`config.mk`:
```
export PLATFORM = sky130hd
export DESIGN_NAME = hazard_ctrl
export DESIGN_NICKNAME = d
export VERILOG_FILES = /design/src/rtl/hazard_ctrl.sv
export SDC_FILE = /design/constraint.sdc
export NUM_CORES = 1
export LEC_CHECK = 0
export BUFFER_PORTS_ARGS = -buffer_cell sky130_fd_sc_hd__buf_2
export CAP_MARGIN = 5
export CORE_MARGIN = 2
export CORE_UTILIZATION = 27
export CTS_BUF_LIST = sky130_fd_sc_hd__clkbuf_16
export DETAILED_ROUTE_END_ITERATION = 12
export SYNTH_ARGS = -nofsm -noshare
export SYNTH_HDL_FRONTEND = slang
export SYNTH_SLANG_ARGS = --single-unit
```
`constraint.sdc`:
```
create_clock -name clk -period 2.4 [get_ports clk]
set_input_delay 0.48 -clock clk [delete_from_list [all_inputs] [get_ports clk]]
set_output_delay 0.48 -clock clk [all_outputs]
set_load 0.005 [all_outputs]
```
`src/rtl/hazard_ctrl.sv`:
```
// hazard_ctrl: IF/ID stall/flush sequencer for load-use hazards and EX-stage redirects
module hazard_ctrl #(
  parameter int LOAD_STALL_CYCLES = 1,
  parameter int FLUSH_CYCLES      = 1,
  parameter int COUNT_W           = 16
) (
  input  logic               clk,
  input  logic               reset,
  input  logic [31:0]        iInstr,
  input  logic               iIDEXMemRead,
  input  logic [4:0]         iIDEXRt,
  input  logic               iBranchTaken,
  output logic               dataStall,
  output logic               controlStall,
  output logic               oPCWrite,
  output logic               oIDEXFlush,
  output logic [COUNT_W-1:0] oStallCycles
);
  typedef enum logic [1:0] {RUN, LSTALL, FLUSH} state_t;
  localparam logic [3:0] LC = 4'(LOAD_STALL_CYCLES - 1);
  localparam logic [3:0] FC = 4'(FLUSH_CYCLES - 1);
  state_t             r_state;
  logic [3:0]         r_cnt;
  logic [COUNT_W-1:0] r_stall;
  logic               w_lu;
  logic               w_hold;
  logic               w_zero;
  // load-use: ID instruction reads the register the load in EX is about to write
  assign w_lu = iIDEXMemRead && iIDEXRt != 5'd0 &&
                (iIDEXRt == iInstr[25:21] || iIDEXRt == iInstr[20:16]) &&
                iInstr != 32'd0 && iInstr[31:26] != 6'h02 && iInstr[31:26] != 6'h03;
  // Mealy outputs: a redirect beats any hold, reset forces a hold with bubble
  always_comb begin
    w_hold       = reset || (!iBranchTaken && (r_state == LSTALL || (r_state == RUN && w_lu)));
    w_zero       = !reset && (iBranchTaken || r_state == FLUSH);
    dataStall    = !w_hold;
    controlStall = !w_hold && !w_zero;
    oPCWrite     = !w_hold;
    oIDEXFlush   = w_hold || w_zero;
    oStallCycles = r_stall;
  end
  // state sequencing and saturating count of non-advance cycles
  always_ff @(posedge clk) begin
    if (reset) begin
      r_state <= RUN;
      r_cnt   <= 4'd0;
      r_stall <= '0;
    end else begin
      if (!(dataStall && controlStall) && r_stall != '1)
        r_stall <= r_stall + {{(COUNT_W-1){1'b0}}, 1'b1};
      if (iBranchTaken) begin
        r_state <= FLUSH_CYCLES > 1 ? FLUSH : RUN;
        r_cnt   <= FC;
      end else if (r_state != RUN) begin
        r_state <= r_cnt == 4'd1 ? RUN : r_state;
        r_cnt   <= r_cnt - 4'd1;
      end else if (w_lu) begin
        r_state <= LOAD_STALL_CYCLES > 1 ? LSTALL : RUN;
        r_cnt   <= LC;
      end
    end
  end
endmodule

```
==> summary.md <==
| Metric | Value |
|---|---|
| Status | finished, final reports clean |
| Worst path slowest cell | or4b_1 |
| Part of the power in registers | 39.8% |
| Gr ovfl total | 0 |
| Synth Warn # | 0 |
| Final nets | 208 |
| Critical Path Source | oStallCycles[7]$_SDFFE_PP0P_ |
| Setup repair bufs after CTS | 0 |
| Final hold vios | 0 |
| Setup-failing EPs final | 0 |
| Die ar. | 0.00407 mm^2 |
| Async S/R FF share, synth | 0% |
| # diodes | 0 |
| Total I/O pin count | 61 |
| Max reg flops | 16 |
| Antenna-violating nets left | 0 |
| CP cell instances | and4_1, nand4_2, nor3_1, or3_1, buf_12, or4b_1, a21oi_1 |
| Clock root buffer | clkbuf_16 |
| Area contributors post-synth | dfxtp_1 (33%), xor2_1 (10%), a21oi_1 (6.7%) |
| Placed cells | 207 |
| Syn Inst Count | 120 |
| R2r endpoint | oStallCycles[15]$_SDFFE_PP0P_ |
| Final Max Slew Viols | 0 |
| Register bit total from synthesis | 16 |
| Post-synth top cells | dfxtp_1 (16), a21oi_1 (13), xor2_1 (11) |
| Synth top area share | 33.2% |
| DR WL/cell | 11.5 um |
| Clk sink count | 16 |
| Least-Margin Pin Slew | 0.303 ns |
| Port Buffers | 43 |
| Final Critical Period | 2.13 ns |
| Maxcap violations | 0 |
| Max frequency | 470 MHz |
| Vias in the first global route | 976 |
| Largest net degree at the start of global routing | 29 |
| Crit end category | flip-flop |
| Post-CTS sizing | 0 |
| Worst IR Drop VDD | 213 uV |
| DP Area | 0.00124 mm^2 |
| First-pass GRT wire length | 4200 um |
| Share of power burned in combinational logic | 14.1% |
| Core area | 0.00339 mm^2 |
| RSZ-0062 raised after global routing | no |
| Area of the multi-input gates | 592 um^2 |
| Remaining DRCs | 0 |
| Routability cong. | 0.795 |
| Die W | 63.8 um |
| Hold_sp | oStallCycles[4]$_SDFFE_PP0P_ |
| CTS Hold Bufs | 0 |
| P_int | 0.542 mW |
| Pwr dens | 535 mW/mm^2 |
| Height of the die | 63.8 um |
| Area Growth Syn to Fin | 37.0% |
| Arr. time, crit path | 2.30 ns |
| R2R Path Start | oStallCycles[7]$_SDFFE_PP0P_ |
| Post-Route Setup TNS | 0 ns |
| Layout filler cell count | 365 |
| Starting Density | 28.5% |
| Clock skew | 0.00172 ns |
| CP Launch Type | flip-flop |
| Worst reg-to-reg setup slack | 0.27 ns |
| Crit path max-delay family | simple AND/OR/NAND/NOR gates |
| Final HPWL from detailed placement | 1890 um |
| Worst Path Required | 2.57 ns |
| Worst reg2reg path depth | 7 |
| Rel. slew slack | 79.6% |
| Synth area leader | dfxtp_1 |
| Post-synthesis sequential area ratio | 33.2% |
| Worst-path fanout max | 28 |
| DRT Pass-1 Iters | 4 |
| CTS tree | yes |
| Initial antenna violation count | 0 |
| Min-Delay Path Depth | 2 |
| Synthesized area | 965 um^2 |
| Reg area | 320 um^2 |
| Post-synth net total | 162 |
| Final instance area | 0.00132 mm^2 |
| Number of distinct library cells after synthesis | 30 |
| Primary FF master, synth | dfxtp_1 |
| Finished Layout Cells | 211 |
| Sw frac | 23.3% |
| Synthesized area per cell | 8.04 um^2 |
| Total CTS buffers | 3 |
| CTS Buffer Depth | 2 |
| Hold endpoint | oStallCycles[4]$_SDFFE_PP0P_ |
| Routed via count | 1064 |
| Crit-path max cell delay | 0.46 ns |
| CP Class | reg2reg |
| Via/cell ratio | 5.04 |
| Clock Power Share | 46.1% |
| Most frequent cell after synthesis | dfxtp_1 |
| Levels on crit path | 7 |
| Worst-skew pair later-pin latency | 0.24 ns |
| Post-synth EDFFs | 0 |
| Leak | 0.562 nW |
| Final wirelength | 2430 um |
| P_sw | 0.165 mW |
| Period utilisation layout | 88.6% |
| CTS clock-pin slew for the worst setup and hold paths | 0.05 ns |
| Layout cells sized above 1 | 32.1% |
| Tot GR Track Use | 12.6% |
| Buffers and inverters on the worst path | 1 |
| H-tree depth | 1 |
| FP Rows | 21 |
| Hold Path Class | reg2reg |
| DRT iter0 DRCs | 63 |
-- worst register-to-register path: stages (launching register included) --
cell and delay, ns:
dfxtp_1 0.35, and4_1 0.25, nand4_2 0.18, nor3_1 0.06, or3_1 0.41, buf_12 0.18
or4b_1 0.47, a21oi_1 0.17
-- placed cells by master (no fill, tap or decap), types with 6 or more instances in the layout --
| cell | instances |
|---|---|
| or3_1 | 8 |
| xor2_1 | 11 |
| dfxtp_1 | 16 |
| nand2_1 | 6 |
| buf_2 | 43 |
| nor2_1 | 8 |
| o21ai_0 | 8 |
| a21oi_1 | 13 |
| nand3_1 | 8 |
-- cell families after synthesis --
logic type      after synthesis  synth area share, %
flops                        16                 33.2
buf+inv                      10                 5.45
mux                           1                 1.04
xor+xnor                     11                 9.99
simple gates                 49                 29.4
compound gates               32                 19.6
fa+ha+maj                     1                 1.30
-- cell type report --
cell class              count  area share, %
well taps                  46           4.36
multi-input cells          94           44.8
repair buffers             47           19.5
inverters                   4           1.14
flip-flops and latches     16           24.2
clock inverters             1          0.284
clock buffers               3           5.68
-- layer usage --
layer	up-vias	track usage, %	wire length (um)	part of all wire [%]
li1	538	-	-	-
met1	476	14.3	1010	42
met2	48	24.1	1210	50
met3	2	2.82	193	8.0
met4	0	2.45	14	0.58
met5	-	0	0	0
-- stage by stage --
stage | utilization (%) | power [mW] | worst slack [ns] | hold slack (ns)
after global routing | 39.0 | 0.741 | 0.141 | 0.534
after detailed placement | 36.7 | 0.388 | 0.0104 | 0.481
after floorplan | - | 0.342 | 0.352 | 0.475
after CTS | 39.0 | 0.714 | 0.251 | 0.496
after global placement | 36.7 | 0.384 | 0.0744 | 0.471
final | 39.0 | 0.706 | 0.274 | 0.492
-- worst max path at each step --
stage                                               end
after floorplan           oStallCycles[11]$_SDFFE_PP0P_
after global placement    oStallCycles[14]$_SDFFE_PP0P_
after detailed placement  oStallCycles[15]$_SDFFE_PP0P_
after CTS                 oStallCycles[15]$_SDFFE_PP0P_
after global routing      oStallCycles[13]$_SDFFE_PP0P_
final                     oStallCycles[15]$_SDFFE_PP0P_
-- power groups by stage --
stage | combinational (mW) | sequential, mW | clock, mW
after floorplan | 0.0554 | 0.286 | 0
after global placement | 0.0977 | 0.286 | 0
after detailed placement | 0.101 | 0.287 | 0
after CTS | 0.101 | 0.281 | 0.331
after global routing | 0.111 | 0.283 | 0.346
final | 0.0995 | 0.281 | 0.325
No activity file was read; power rests on OpenSTA's default activity.
